$ cat src/rtl/ms_4bit_serial_if.sv
// ms_4bit_serial_if: operand/result bundle for the bit-serial 4-bit subtractor
interface ms_4bit_serial_if;
  logic start;
  logic [3:0] a;
  logic [3:0] b;
  logic bin;
  logic busy;
  logic done;
  logic [3:0] d;
  logic bout;
  modport master(output start, a, b, bin, input busy, done, d, bout);
  modport slave(input start, a, b, bin, output busy, done, d, bout);
endinterface

$ cat src/rtl/ms_4bit_serial.sv
// ms_4bit_serial: 4-bit subtractor computing a-b-bin LSB first through one full-subtractor cell
module ms_4bit_serial (
  input logic clk,
  input logic rst,
  ms_4bit_serial_if.slave bus
);
  typedef enum logic [1:0] {IDLE, SHIFT, DONE} state_t;
  state_t state, state_nxt;
  logic [3:0] ra, rb, res, d_q;
  logic [1:0] cnt;
  logic br, bout_q;
  logic accept, ai, bi, di, br_nxt, last;
  always_comb begin
    ai = ra[cnt];
    bi = rb[cnt];
    di = ai ^ bi ^ br;
    br_nxt = (~ai & bi) | (~(ai ^ bi) & br);
    last = cnt == 2'd3;
    accept = bus.start && state != SHIFT;
    state_nxt = (state == SHIFT) ? (last ? DONE : SHIFT) : (bus.start ? SHIFT : IDLE);
  end
  always_ff @(posedge clk) begin
    if (rst) state <= IDLE;
    else state <= state_nxt;
  end
  // d/bout only change on the final bit so partial results never show
  always_ff @(posedge clk) begin
    if (rst) begin
      ra <= '0;
      rb <= '0;
      res <= '0;
      br <= 1'b0;
      cnt <= '0;
      d_q <= '0;
      bout_q <= 1'b0;
    end else if (accept) begin
      ra <= bus.a;
      rb <= bus.b;
      br <= bus.bin;
      cnt <= '0;
    end else if (state == SHIFT) begin
      res <= {di, res[3:1]};
      br <= br_nxt;
      cnt <= cnt + 2'd1;
      if (last) begin
        d_q <= {di, res[3:1]};
        bout_q <= br_nxt;
      end
    end
  end
  assign bus.busy = state == SHIFT;
  assign bus.done = state == DONE;
  assign bus.d = d_q;
  assign bus.bout = bout_q;
endmodule

$ cat src/flat_wrapper.sv
// flat-port wrapper written by rule: the top's interface ports become plain ports
module ms_4bit_serial_flat 
  (clk, rst, bus_start, bus_a, bus_b, bus_bin, bus_busy, bus_done, bus_d, bus_bout);
  ms_4bit_serial_if bus_i ();
  input logic clk;
  input logic rst;
  input wire logic [$bits(bus_i.start)-1:0] bus_start;
  input wire logic [$bits(bus_i.a)-1:0] bus_a;
  input wire logic [$bits(bus_i.b)-1:0] bus_b;
  input wire logic [$bits(bus_i.bin)-1:0] bus_bin;
  output wire logic [$bits(bus_i.busy)-1:0] bus_busy;
  output wire logic [$bits(bus_i.done)-1:0] bus_done;
  output wire logic [$bits(bus_i.d)-1:0] bus_d;
  output wire logic [$bits(bus_i.bout)-1:0] bus_bout;
  assign bus_i.start = bus_start;
  assign bus_i.a = bus_a;
  assign bus_i.b = bus_b;
  assign bus_i.bin = bus_bin;
  assign bus_busy = bus_i.busy;
  assign bus_done = bus_i.done;
  assign bus_d = bus_i.d;
  assign bus_bout = bus_i.bout;
  ms_4bit_serial u_core (.clk(clk), .rst(rst), .bus(bus_i));
endmodule
$ cat config.mk
export PLATFORM = sky130hd
export DESIGN_NAME = ms_4bit_serial_flat
export DESIGN_NICKNAME = d
export VERILOG_FILES = /design/src/rtl/ms_4bit_serial_if.sv /design/src/rtl/ms_4bit_serial.sv /design/src/flat_wrapper.sv
export SDC_FILE = /design/constraint.sdc
export NUM_CORES = 1
export LEC_CHECK = 0
export CAP_MARGIN = 20
export CORE_UTILIZATION = 45
export CTS_CLUSTER_DIAMETER = 150
export DETAILED_ROUTE_END_ITERATION = 10
export PLACE_DENSITY = 0.73
export SLEW_MARGIN = 10
export SYNTH_ARGS = -nofsm -noshare
export SYNTH_HDL_FRONTEND = slang
export SYNTH_SLANG_ARGS = --single-unit
$ cat constraint.sdc
create_clock -name clk -period 1.74 [get_ports clk]
set_input_delay 0.348 -clock clk [delete_from_list [all_inputs] [get_ports clk]]
set_output_delay 0.348 -clock clk [all_outputs]
set_load 0.01 [all_outputs]
==> results of run 1 <==
-- kinds of logic after synthesis --
group,after synthesis
flip-flops,21
adder cells (fa/ha/maj),2
AO/OA/AOI/OAI,8
AND/OR/NAND/NOR,36
multiplexers,15
buffers and inverters,10
XOR/XNOR,1
-- layout by cell type (no fill, tap or decap) --
master                            synthesis  final
sky130_fd_sc_hd__nand3_1                  4      4
sky130_fd_sc_hd__mux2i_1                 13     13
sky130_fd_sc_hd__a21oi_1                  6      6
sky130_fd_sc_hd__dlymetal6s2s_1           0      1
sky130_fd_sc_hd__dfxtp_4                  0      1
sky130_fd_sc_hd__clkbuf_4                 0      3
sky130_fd_sc_hd__mux4_2                   2      2
sky130_fd_sc_hd__buf_4                    1      2
sky130_fd_sc_hd__dfxtp_2                  0      2
sky130_fd_sc_hd__inv_1                    4      3
sky130_fd_sc_hd__a221oi_2                 1      1
sky130_fd_sc_hd__and2b_2                  1      1
sky130_fd_sc_hd__nor2_8                   1      1
sky130_fd_sc_hd__xnor2_1                  1      1
sky130_fd_sc_hd__nor3_1                   2      2
sky130_fd_sc_hd__nor2b_4                  1      1
sky130_fd_sc_hd__fa_1                     1      1
sky130_fd_sc_hd__nand2_1                  5      5
sky130_fd_sc_hd__clkbuf_1                 1      1
sky130_fd_sc_hd__nand2b_1                16     16
sky130_fd_sc_hd__ha_1                     1      1
sky130_fd_sc_hd__clkdlybuf4s50_1          0     17
sky130_fd_sc_hd__buf_12                   2      1
sky130_fd_sc_hd__dfxtp_1                 21     18
sky130_fd_sc_hd__inv_2                    0      1
sky130_fd_sc_hd__nor2_1                   5      5
sky130_fd_sc_hd__a311oi_2                 1      1
sky130_fd_sc_hd__nand3b_1                 1      1
-- flip-flops by register name (all words and copies together) (netlist names) --
name and cells:
u_core.br 1, u_core.bus.bout 1, u_core.bus.d 4, u_core.cnt 2, u_core.ra 4, u_core.rb 4
u_core.res 3, u_core.state 2
-- final timing paths --
check	cells after the start	end	slack, ps	startpoint
worst max-delay path	4	u_core.bus.d[3]	20	u_core.cnt[0]
worst min-delay path	2	u_core.bus.d[0]	470	u_core.bus.d[0]
worst max register to register	4	u_core.bus.d[3]	20	u_core.cnt[0]
worst min register to register	2	u_core.bus.d[0]	470	u_core.bus.d[0]
-- routing by layer --
layer	GRT usage	part of all wire
met1	0.190	0.49
met2	0.241	0.48
met3	0.0280	0.028
met4	0.0441	0
met5	0	0
-- power groups by stage --
stage	clock, uW	sequential (uW)	combinational (uW)
finish	225	517	144
global route	257	519	156
CTS	232	517	146
detailed placement	0	527	144
global placement	0	527	138
floorplan	0	523	106
-- through the flow --
| step | total power, uW | area (um^2) | TNS [ps] | hold slack [ps] | setup slack [ps] |
|---|---|---|---|---|---|
| after floorplan | 629 | 991 | 0 | 443 | 17.1 |
| after global placement | 665 | 1180 | 0 | 445 | 13.0 |
| after detailed placement | 671 | 1180 | -124 | 450 | -54.0 |
| after CTS | 895 | 1210 | -10.2 | 468 | -10.2 |
| after global routing | 933 | 1210 | -73.2 | 489 | -38.4 |
| final | 886 | 1210 | 0 | 467 | 22.7 |
-- layout make-up --
cell class	count	area [um^2]
Multi-Input combinational cell	62	494
Clock buffer	4	26.3
Sequential cell	21	427
Inverter	4	15.0
Fill cell	181	808
Timing Repair Buffer	21	218
Tap cell	27	33.8
-- what timing repair did --
| action | CTS | global route |
|---|---|---|
| endpoints found under the setup margin | 3 | 4 |
| pin swaps | 1 | 1 |
| gates resized for setup | 2 | 4 |
-- worst max-delay path, cell delays in order, from the launching register on --
cell and delay (ps):
sky130_fd_sc_hd__dfxtp_4 380, sky130_fd_sc_hd__mux4_2 510, sky130_fd_sc_hd__fa_1 560, sky130_fd_sc_hd__nand3_1 90, sky130_fd_sc_hd__a21oi_1 130
==> results.rst, run 1 <==
.. list-table::
   :header-rows: 1

   * - Metric
     - Value
   * - Outcome
     - finished, final reports clean
   * - Most instantiated flip-flop cell in the synthesis netlist
     - sky130_fd_sc_hd__dfxtp_1
   * - Logic gate share of total power
     - 0.162
   * - Root cell of the clock tree
     - sky130_fd_sc_hd__clkbuf_4
   * - Yosys synthesis warning count
     - 0
   * - Max Clock Skew
     - 3.51 ps
   * - Synth area leaders
     - sky130_fd_sc_hd__dfxtp_1 (42%), sky130_fd_sc_hd__mux2i_1 (13%), sky130_fd_sc_hd__nand2b_1 (10%)
   * - IR drop worst, VDD
     - 398 uV
   * - Syn_nets
     - 107
   * - Cell accounting for the most synthesized area
     - sky130_fd_sc_hd__dfxtp_1
   * - Average vias per placed instance
     - 4.90
   * - Data required time at the worst endpoint
     - 1970 ps
   * - Vertical extent of the die
     - 48.9 um
   * - Portion of total power attributed to the clock network
     - 0.254
   * - Max-cap violations
     - 0
   * - Global route total overflow
     - 0
   * - Antenna diode count
     - 0
   * - Detail-routed net length per standard cell
     - 11.5 um
   * - Number of nets in the final layout
     - 127
   * - Post-synthesis share of cell area spent on and, or, nand and nor gates
     - 0.220
   * - Share of the synthesized area in compound gates (AO/OA/AOI/OAI)
     - 0.0606
   * - Quantity of I/O buffers inserted on ports
     - 18
   * - Switching fraction of total power
     - 0.240
   * - Switching power
     - 212 uW
   * - Share of final-layout standard cells stronger than drive strength 1
     - 0.152
   * - Mux share of post-synthesis cell area
     - 0.177
   * - Crit Path Max Fanout
     - 3
   * - Path type of the worst min-delay path
     - reg2reg
   * - Post-synthesis instance area
     - 991 um^2
   * - Register share of total power
     - 0.583
   * - Number of instances in the placed design
     - 135
   * - Number of enable-type register cells in the synthesized netlist
     - 0
   * - Number of antenna violations at the first check in global routing
     - 0
   * - CTS Hold Buffers Added
     - 0
   * - Crit path time final
     - 1720 ps
   * - Count of final max-slew check failures
     - 0
   * - Number of cells in the finished layout apart from fillers
     - 139
   * - First-iteration detailed-routing DRC count
     - 10
   * - Main combinational cell family by area after synthesis
     - simple AND/OR/NAND/NOR gates
   * - RePlAce Congestion
     - 0.743
   * - Mapped Cells
     - 93
   * - Type of destination of the critical path
     - register
   * - Worst skew pair latency
     - 290 ps
   * - Number of sinks on the clock net
     - 21
   * - Number of placed I/O pins
     - 19
   * - Leading cell type by number of instances after synthesis
     - sky130_fd_sc_hd__dfxtp_1
   * - Total internal power
     - 673 uW
   * - Crit path kind
     - reg2reg
   * - Power per Cell Area
     - 730 nW/um^2
   * - Layout area overhead
     - 22.5%
   * - Number of vias in the routed layout
     - 681
   * - Startpoint Class
     - register
   * - First-pass GRT wire length
     - 2740 um
   * - Synthesized-area fraction occupied by xor and xnor cells
     - 0.00884
   * - Portion of the clock cycle consumed by the worst path in the final layout
     - 0.987
   * - Floorplan row count
     - 16
   * - Max Buffers Root-to-Sink
     - 2
   * - Total setup buffers inserted after CTS
     - 0
   * - Setup repair after global routing missed its margin
     - true
   * - Standby leakage power
     - 0.000471 uW
   * - #FFs+latches synth
     - 21
   * - Drt total wl
     - 1600 um
   * - Overall Global Routing Usage
     - 0.145
   * - Post-synth cell types
     - 23
   * - Area of the die
     - 2390 um^2
   * - Drt pass-1 iters
     - 4
   * - Relative slew margins
     - 0.792
   * - Pin count of the biggest net entering global routing
     - 30
   * - Mean area per synthesized cell
     - 10.7 um^2
   * - Cts bufs inserted
     - 3
   * - Detailed Place HPWL
     - 1130 um
   * - Fraction of registers with async set or reset after synthesis
     - 0
   * - Number of global-route vias before repair
     - 653
   * - CTS tree
     - yes
   * - Worst slew pin tran
     - 313 ps
   * - Number of routed nets with antenna violations
     - 0
   * - Clock-pin slew reported for the worst setup and hold paths after clock tree synthesis
     - 110 ps
   * - H-tree levels
     - 1
   * - Commonest cells in the netlist
     - sky130_fd_sc_hd__dfxtp_1 (21), sky130_fd_sc_hd__nand2b_1 (16), sky130_fd_sc_hd__mux2i_1 (13), sky130_fd_sc_hd__a21oi_1 (6)
   * - Fraction of synthesized cell area taken by the top area cell type
     - 0.424
   * - Finished Core Util
     - 0.600
   * - Arrival time at the worst endpoint
     - 1950 ps
   * - Effective utilization at floorplan
     - 0.490
   * - Post-route DRC
     - 0
   * - Die width
     - 48.9 um
   * - Sequential share of the synthesized area
     - 0.424
   * - Endpoints failing hold
     - 0
   * - Post-synthesis adder-cell area fraction
     - 0.0328
   * - Core Area
     - 2020 um^2
   * - Final number of setup-violating endpoints
     - 0
   * - Fmax
     - 582 MHz
Note: power is estimated with default switching activity, not from simulation.
==> inputs of run 2 (changes only) <==
--- a/config.mk
+++ b/config.mk
@@ -6,10 +6,12 @@
 export NUM_CORES = 1
 export LEC_CHECK = 0
 export CAP_MARGIN = 20
-export CORE_UTILIZATION = 45
+export CORE_UTILIZATION = 54
 export CTS_CLUSTER_DIAMETER = 150
 export DETAILED_ROUTE_END_ITERATION = 10
-export PLACE_DENSITY = 0.73
+export DONT_BUFFER_PORTS = 1
+export PLACE_DENSITY = 0.72
+export SETUP_SLACK_MARGIN = 0.4
 export SLEW_MARGIN = 10
 export SYNTH_ARGS = -nofsm -noshare
 export SYNTH_HDL_FRONTEND = slang
==> run 2 against run 1 <==
Maximum frequency grew 2.3%. Global-route usage grew 2.7 points. Hold slack lost 370 ps. Clock power is essentially flat. Largest cell class unchanged. Design area shrank 15%. Highest routed layer is now met4. Power shrank 3.9%. Die area shrank 16%.
==> results.rst, run 2 (synthesis gave the netlist of run 1 again) <==
.. list-table::
   :header-rows: 1

   * - Metric
     - Value
   * - Outcome
     - finished, final reports clean
   * - Detail-routed net length per standard cell
     - 12.2 um (+6.6%)
   * - Register share of total power
     - 0.608 (+0.025)
   * - Number of antenna violations at the first check in global routing
     - 0 (unchanged)
   * - Area of the die
     - 2010 um^2 (-16%)
   * - Standby leakage power
     - 0.000389 uW (-17%)
   * - Drt total wl
     - 1470 um (-8.0%)
   * - Post-route DRC
     - 0 (unchanged)
   * - RePlAce Congestion
     - 0.695 (-6.5%)
   * - Max Buffers Root-to-Sink
     - 2 (unchanged)
   * - Finished Core Util
     - 0.600 (about the same)
   * - Logic gate share of total power
     - 0.126 (-0.036)
   * - Switching fraction of total power
     - 0.241 (+0.00165)
   * - Core Area
     - 1730 um^2 (-15%)
   * - Vertical extent of the die
     - 44.8 um (-8.4%)
   * - Floorplan row count
     - 15 (-1)
   * - IR drop worst, VDD
     - 497 uV (+25%)
   * - Post-layout total power
     - 851 uW (-3.9%)
   * - Effective utilization at floorplan
     - 0.574 (+0.0838)
   * - Sum of negative setup slack
     - 0 ps (unchanged)
   * - Cts bufs inserted
     - 3 (unchanged)
   * - Number of vias in the routed layout
     - 627 (-7.9%)
   * - Worst skew pair latency
     - 300 ps (about the same)
   * - Crit path time final
     - 1680 ps (-38.8 ps)
   * - Pre-CTS worst setup slack
     - 57.5 ps (+111 ps)
   * - Power per Cell Area
     - 822 nW/um^2 (+13%)
   * - Clock-pin slew reported for the worst setup and hold paths after clock tree synthesis
     - 110 ps (about the same)
   * - Share of final-layout standard cells stronger than drive strength 1
     - 0.200 (+0.0482)
   * - CTS Hold Buffers Added
     - 0 (unchanged)
   * - Global route total overflow
     - 0 (unchanged)
   * - Root cell of the clock tree
     - sky130_fd_sc_hd__clkbuf_4
   * - Pin count of the biggest net entering global routing
     - 30 (unchanged)
   * - Startpoint Class
     - register
   * - Detailed Place HPWL
     - 980 um (-13%)
   * - Max-cap violations
     - 0 (unchanged)
   * - Switching power
     - 206 uW (-3.2%)
   * - Crit path kind
     - reg2reg
   * - CTS tree
     - yes
   * - Overall Global Routing Usage
     - 0.172 (+0.0271)
   * - Data required time at the worst endpoint
     - 1950 ps (-20 ps)
   * - Number of routed nets with antenna violations
     - 0 (unchanged)
   * - Average vias per placed instance
     - 5.23 (+6.6%)
   * - Arrival time at the worst endpoint
     - 1890 ps (-60 ps)
   * - Portion of the clock cycle consumed by the worst path in the final layout
     - 0.965 (-0.0223)
   * - Post-layout worst setup margin
     - 61.5 ps (+38.8 ps)
   * - Antenna diode count
     - 0 (unchanged)
   * - Relative slew margins
     - 0.794 (+0.00216)
   * - Layout area overhead
     - 4.55%
   * - Most used cells in the layout excluding fill and tap cells
     - sky130_fd_sc_hd__dfxtp_1 (19), sky130_fd_sc_hd__nand2b_1 (16), sky130_fd_sc_hd__mux2i_1 (13)
   * - Type of destination of the critical path
     - register
   * - Worst slew pin tran
     - 309 ps (-3.24 ps)
   * - Total internal power
     - 646 uW (-4.1%)
   * - Number of placed I/O pins
     - 19 (unchanged)
   * - Path type of the worst min-delay path
     - in2reg
   * - Fill cell total of the finished layout
     - 166 (-8.3%)
   * - Setup repair after global routing missed its margin
     - true
   * - Count of final max-slew check failures
     - 0 (unchanged)
   * - Final number of setup-violating endpoints
     - 0 (unchanged)
   * - Leading cell type in the layout, fill and taps excluded
     - sky130_fd_sc_hd__dfxtp_1
   * - Crit Path Max Fanout
     - 4 (+1)
   * - Drt pass-1 iters
     - 4 (unchanged)
   * - Number of global-route vias before repair
     - 548 (-16%)
   * - Portion of total power attributed to the clock network
     - 0.266 (+0.012)
   * - Endpoints failing hold
     - 0 (unchanged)
   * - Max Clock Skew
     - 5.73 ps (+2.22 ps)
   * - Fmax
     - 596 MHz (+2.3%)
   * - Number of nets in the final layout
     - 110 (-13%)
   * - Quantity of I/O buffers inserted on ports
     - 0 (-18)
   * - Worst R2R Path Depth
     - 5 (+1)
   * - First-pass GRT wire length
     - 2370 um (-13%)
   * - Storage cell area
     - 425 um^2 (-0.29%)
   * - Die width
     - 44.8 um (-8.4%)
   * - Hold Path Depth
     - 1 (-1)
   * - First-iteration detailed-routing DRC count
     - 10 (unchanged)
   * - Number of sinks on the clock net
     - 21 (unchanged)
   * - Multi-input logic area
     - 510 um^2 (+3.3%)
   * - H-tree levels
     - 1 (unchanged)
[run 2: power groups by stage]
| stage | Clock (uW) | Combinational, uW | Sequential [uW] |
|---|---|---|---|
| finish | 226 | 107 | 518 |
| global route | 252 | 121 | 521 |
| CTS | 234 | 102 | 517 |
| detailed placement | 0 | 99.9 | 528 |
| global placement | 0 | 97.4 | 527 |
| floorplan | 0 | 106 | 523 |
[run 2: cell type report]
type / instances / area share
Multi-Input combinational cell: 63 / 0.493
Sequential cell: 21 / 0.411
Tap cell: 25 / 0.0302
Timing Repair Buffer: 3 / 0.0254
Clock buffer: 3 / 0.0217
Inverter: 4 / 0.0145
Clock inverter: 1 / 0.00483
[run 2: timing repair]
item                                    CTS  global route
pin swaps                                 0             1
endpoints found under the setup margin    5            17
cloned                                    0             1
setup buffers                             1             0
resized for setup                         0             3
[run 2: path summary, 6_finish.rpt]
kind / from / endpoint / slack, ps
min: rst / u_core.cnt[0] / 100
max reg2reg: u_core.cnt[0] / u_core.res[3] / 60
min reg2reg: u_core.res[1] / u_core.bus.d[0] / 470
max: u_core.cnt[0] / u_core.res[3] / 60
[run 2: per-stage QoR]
| stage | area (um^2) | hold WS (ps) | std cells |
|---|---|---|---|
| after floorplan | 995 | 443 | 93 |
| after global placement | 980 | 418 | 114 |
| after detailed placement | 980 | 419 | 114 |
| after CTS | 1010 | 89.1 | 119 |
| after global routing | 1040 | 73.9 | 120 |
| final | 1040 | 95.0 | 120 |
[run 2: per-layer routing]
layer	vias to the layer above	global-route usage	part of all wire	wire [um]
met5	-	0	0	0
met4	0	0.145	0.033	49
met3	4	0.0400	0.029	42
met2	12	0.247	0.43	629
met1	291	0.218	0.51	747
li1	320	-	-	-
[run 2: worst max-delay path, stage by stage, from the launching register on]
cell                      delay, ps
sky130_fd_sc_hd__dfxtp_4        390
sky130_fd_sc_hd__mux4_2         500
sky130_fd_sc_hd__inv_2           70
sky130_fd_sc_hd__fa_1           430
sky130_fd_sc_hd__mux2i_1        150
sky130_fd_sc_hd__nor2_1          50
==> inputs of run 3 (changes only) <==
--- a/config.mk
+++ b/config.mk
@@ -6,11 +6,13 @@
 export NUM_CORES = 1
 export LEC_CHECK = 0
 export CAP_MARGIN = 20
-export CORE_UTILIZATION = 54
+export CELL_PAD_IN_SITES_DETAIL_PLACEMENT = 0
+export CELL_PAD_IN_SITES_GLOBAL_PLACEMENT = 1
+export CORE_UTILIZATION = 42
 export CTS_CLUSTER_DIAMETER = 150
 export DETAILED_ROUTE_END_ITERATION = 10
 export DONT_BUFFER_PORTS = 1
-export PLACE_DENSITY = 0.72
+export PLACE_DENSITY_LB_ADDON = 0.1
 export SETUP_SLACK_MARGIN = 0.4
 export SLEW_MARGIN = 10
 export SYNTH_ARGS = -nofsm -noshare
==> run 3 against run 2 <==
Setup slack worse by 6.2 ps. Sequential power about the same. Non-clock buffer count rose by 1. Combinational power hardly changed. Die area up 27%. First-iteration DRC count is 70% lower. Critical path type unchanged. Largest cell class unchanged.
==> results.rst, run 3 (synthesis gave the netlist of run 1 again) <==
.. list-table::
   :header-rows: 1

   * - Metric
     - Value
   * - RePlAce Congestion
     - 0.652 (-6.1%)
   * - Detailed Place HPWL
     - 1070 um (+8.9%)
   * - Standby leakage power
     - 0.000388 uW (about the same)
   * - CTS tree
     - yes
   * - Area of the die
     - 2560 um^2 (+27%)
   * - Global route hottest layer
     - met2
   * - Final number of setup-violating endpoints
     - 0 (unchanged)
   * - Layout area overhead
     - 6.44%
   * - Worst skew pair latency
     - 300 ps (about the same)
   * - Sum of negative setup slack
     - 0 ps (unchanged)
   * - Outcome
     - finished, final reports clean
   * - Crit path kind
     - reg2reg
   * - Vertical extent of the die
     - 50.6 um (+13%)
   * - Antenna diode count
     - 0 (unchanged)
   * - Portion of the clock cycle consumed by the worst path in the final layout
     - 0.968 (+0.00358)
   * - Min-delay src
     - rst
   * - Post-route DRC
     - 0 (unchanged)
   * - Drt pass-1 iters
     - 3 (-1)
   * - First-pass GRT wire length
     - 3020 um (+27%)
   * - Clock-pin slew reported for the worst setup and hold paths after clock tree synthesis
     - 110 ps (about the same)
   * - Number of nets in the final layout
     - 111 (+0.91%)
   * - First-iteration detailed-routing DRC count
     - 3 (-7)
   * - Number of placed I/O pins
     - 19 (unchanged)
   * - Worst slew pin tran
     - 400 ps (+90.4 ps)
   * - Number of vias in the routed layout
     - 630 (+0.48%)
   * - Crit Path Max Fanout
     - 3 (-1)
   * - Die width
     - 50.6 um (+13%)
   * - Max Buffers Root-to-Sink
     - 2 (unchanged)
   * - Count of final max-slew check failures
     - 0 (unchanged)
   * - Pin count of the biggest net entering global routing
     - 30 (unchanged)
   * - Max-cap violations
     - 0 (unchanged)
   * - Relative slew margins
     - 0.733 (-0.0608)
   * - Number of sinks on the clock net
     - 21 (unchanged)
   * - Root cell of the clock tree
     - sky130_fd_sc_hd__clkbuf_4
   * - CP Launch Point
     - u_core.cnt[0]
   * - Post-layout worst setup margin
     - 55.3 ps (-6.23 ps)
   * - Average vias per placed instance
     - 5.08 (-2.8%)
   * - Most used cells in the layout excluding fill and tap cells
     - sky130_fd_sc_hd__dfxtp_1 (18), sky130_fd_sc_hd__nand2b_1 (16), sky130_fd_sc_hd__mux2i_1 (13)
   * - Multi-input logic area
     - 515 um^2 (+0.98%)
   * - Data required time at the worst endpoint
     - 1980 ps (+30 ps)
   * - Pre-CTS worst setup slack
     - 70.3 ps (+12.8 ps)
   * - Quantity of I/O buffers inserted on ports
     - 0 (unchanged)
   * - Overall Global Routing Usage
     - 0.159 (-0.0128)
   * - Storage cell area
     - 429 um^2 (+0.88%)
   * - Floorplan row count
     - 17 (+2)
   * - Crit path time final
     - 1680 ps (+6.23 ps)
   * - Detail-routed net length per standard cell
     - 13.5 um (+10%)
   * - Power per Cell Area
     - 811 nW/um^2 (-1.4%)
   * - H-tree levels
     - 1 (unchanged)
   * - Met2 demand-to-capacity share in global routing
     - 0.253 (+0.00627)
   * - Arrival time at the worst endpoint
     - 1920 ps (+30 ps)
   * - Effective utilization at floorplan
     - 0.448 (-0.126)
   * - Fmax
     - 594 MHz (-0.37%)
   * - Max Clock Skew
     - 1.80 ps (-3.93 ps)
   * - Startpoint Class
     - register
   * - Type of destination of the critical path
     - register
   * - Final-layout worst hold slack
     - 106 ps (+10.6 ps)
   * - Number of routed nets with antenna violations
     - 0 (unchanged)
   * - Launch point of the worst reg-to-reg path
     - u_core.cnt[0]
   * - Leading cell type in the layout, fill and taps excluded
     - sky130_fd_sc_hd__dfxtp_1
   * - Cts bufs inserted
     - 3 (unchanged)
   * - Met3 global-route usage
     - 0.0333 (-0.00667)
   * - Drt total wl
     - 1680 um (+14%)
   * - Global route total overflow
     - 0 (unchanged)
   * - Met1 Resource Use GR
     - 0.207 (-0.0110)
   * - Endpoints failing hold
     - 0 (unchanged)
   * - Path type of the worst min-delay path
     - in2reg
   * - Share of final-layout standard cells stronger than drive strength 1
     - 0.208 (+0.00833)
   * - Number of antenna violations at the first check in global routing
     - 0 (unchanged)
   * - Fill cell total of the finished layout
     - 234 (+41%)
   * - IR drop worst, VDD
     - 397 uV (-20%)
   * - Core Area
     - 2210 um^2 (+28%)
   * - CTS Hold Buffers Added
     - 0 (unchanged)
   * - Number of global-route vias before repair
     - 657 (+20%)
   * - Setup repair after global routing missed its margin
     - true
-- run 3: cell types whose count changed in the layout (fill, tap and decap cells not counted) --
cell                       before  now
sky130_fd_sc_hd__ha_4           0    1
sky130_fd_sc_hd__buf_4          2    3
sky130_fd_sc_hd__nor2_4         1    0
sky130_fd_sc_hd__nor2b_2        0    1
sky130_fd_sc_hd__clkbuf_1       0    1
sky130_fd_sc_hd__clkinv_2       1    0
sky130_fd_sc_hd__dfxtp_1       19   18
sky130_fd_sc_hd__nor3_1         1    2
sky130_fd_sc_hd__nor3_2         1    0
sky130_fd_sc_hd__ha_1           1    0
sky130_fd_sc_hd__dfxtp_4        1    2
-- run 3: routing by layer --
layer | part of all wire | wire [um]
met4 | 0.0083 | 14
met3 | 0.040 | 67
met1 | 0.45 | 758
met5 | 0 | 0
met2 | 0.50 | 836
-- run 3: worst max-delay path: stages, from the launching register on --
cell and delay, ps:
sky130_fd_sc_hd__dfxtp_4 380, sky130_fd_sc_hd__mux4_2 510, sky130_fd_sc_hd__fa_1 540, sky130_fd_sc_hd__nand3_1 70, sky130_fd_sc_hd__a21oi_1 120
-- run 3: final timing paths --
path	end	slack, ps	cells past startpoint
worst max register to register	u_core.bus.d[3]	60	4
worst max-delay path	u_core.bus.d[3]	60	4
worst min-delay path	u_core.state[1]	110	1
worst min register to register	u_core.bus.d[0]	470	2
-- run 3: where the power goes --
group / switching (uW) / total, uW / internal (uW)
combinational: 50.2 / 109 / 58.7
clock: 142 / 231 / 89.2
sequential: 14.3 / 515 / 501
-- run 3: metrics by stage --
stage | instances | utilization | total power [uW] | cell area [um^2]
after global placement | 116 | 0.441 | 624 | 976
after global routing | 124 | 0.477 | 907 | 1050
after detailed placement | 116 | 0.441 | 627 | 976
final | 124 | 0.477 | 855 | 1050
after CTS | 124 | 0.471 | 871 | 1040
after floorplan | 93 | - | 629 | 995
-- run 3: layout make-up --
class,count,area share
multi-input combinational,63,0.489
sequential,21,0.407
tap,28,0.0332
timing repair buffer,4,0.0320
clock buffer,4,0.0249
inverter,4,0.0142
-- run 3: repair_timing --
| item | 4_1_cts | 5_1_grt |
|---|---|---|
| gates cloned | 1 | 0 |
| buffers inserted | 3 | 0 |
| endpoints found under the setup margin | 8 | 9 |
| pin swaps | 0 | 3 |
| resized for setup | 4 | 2 |
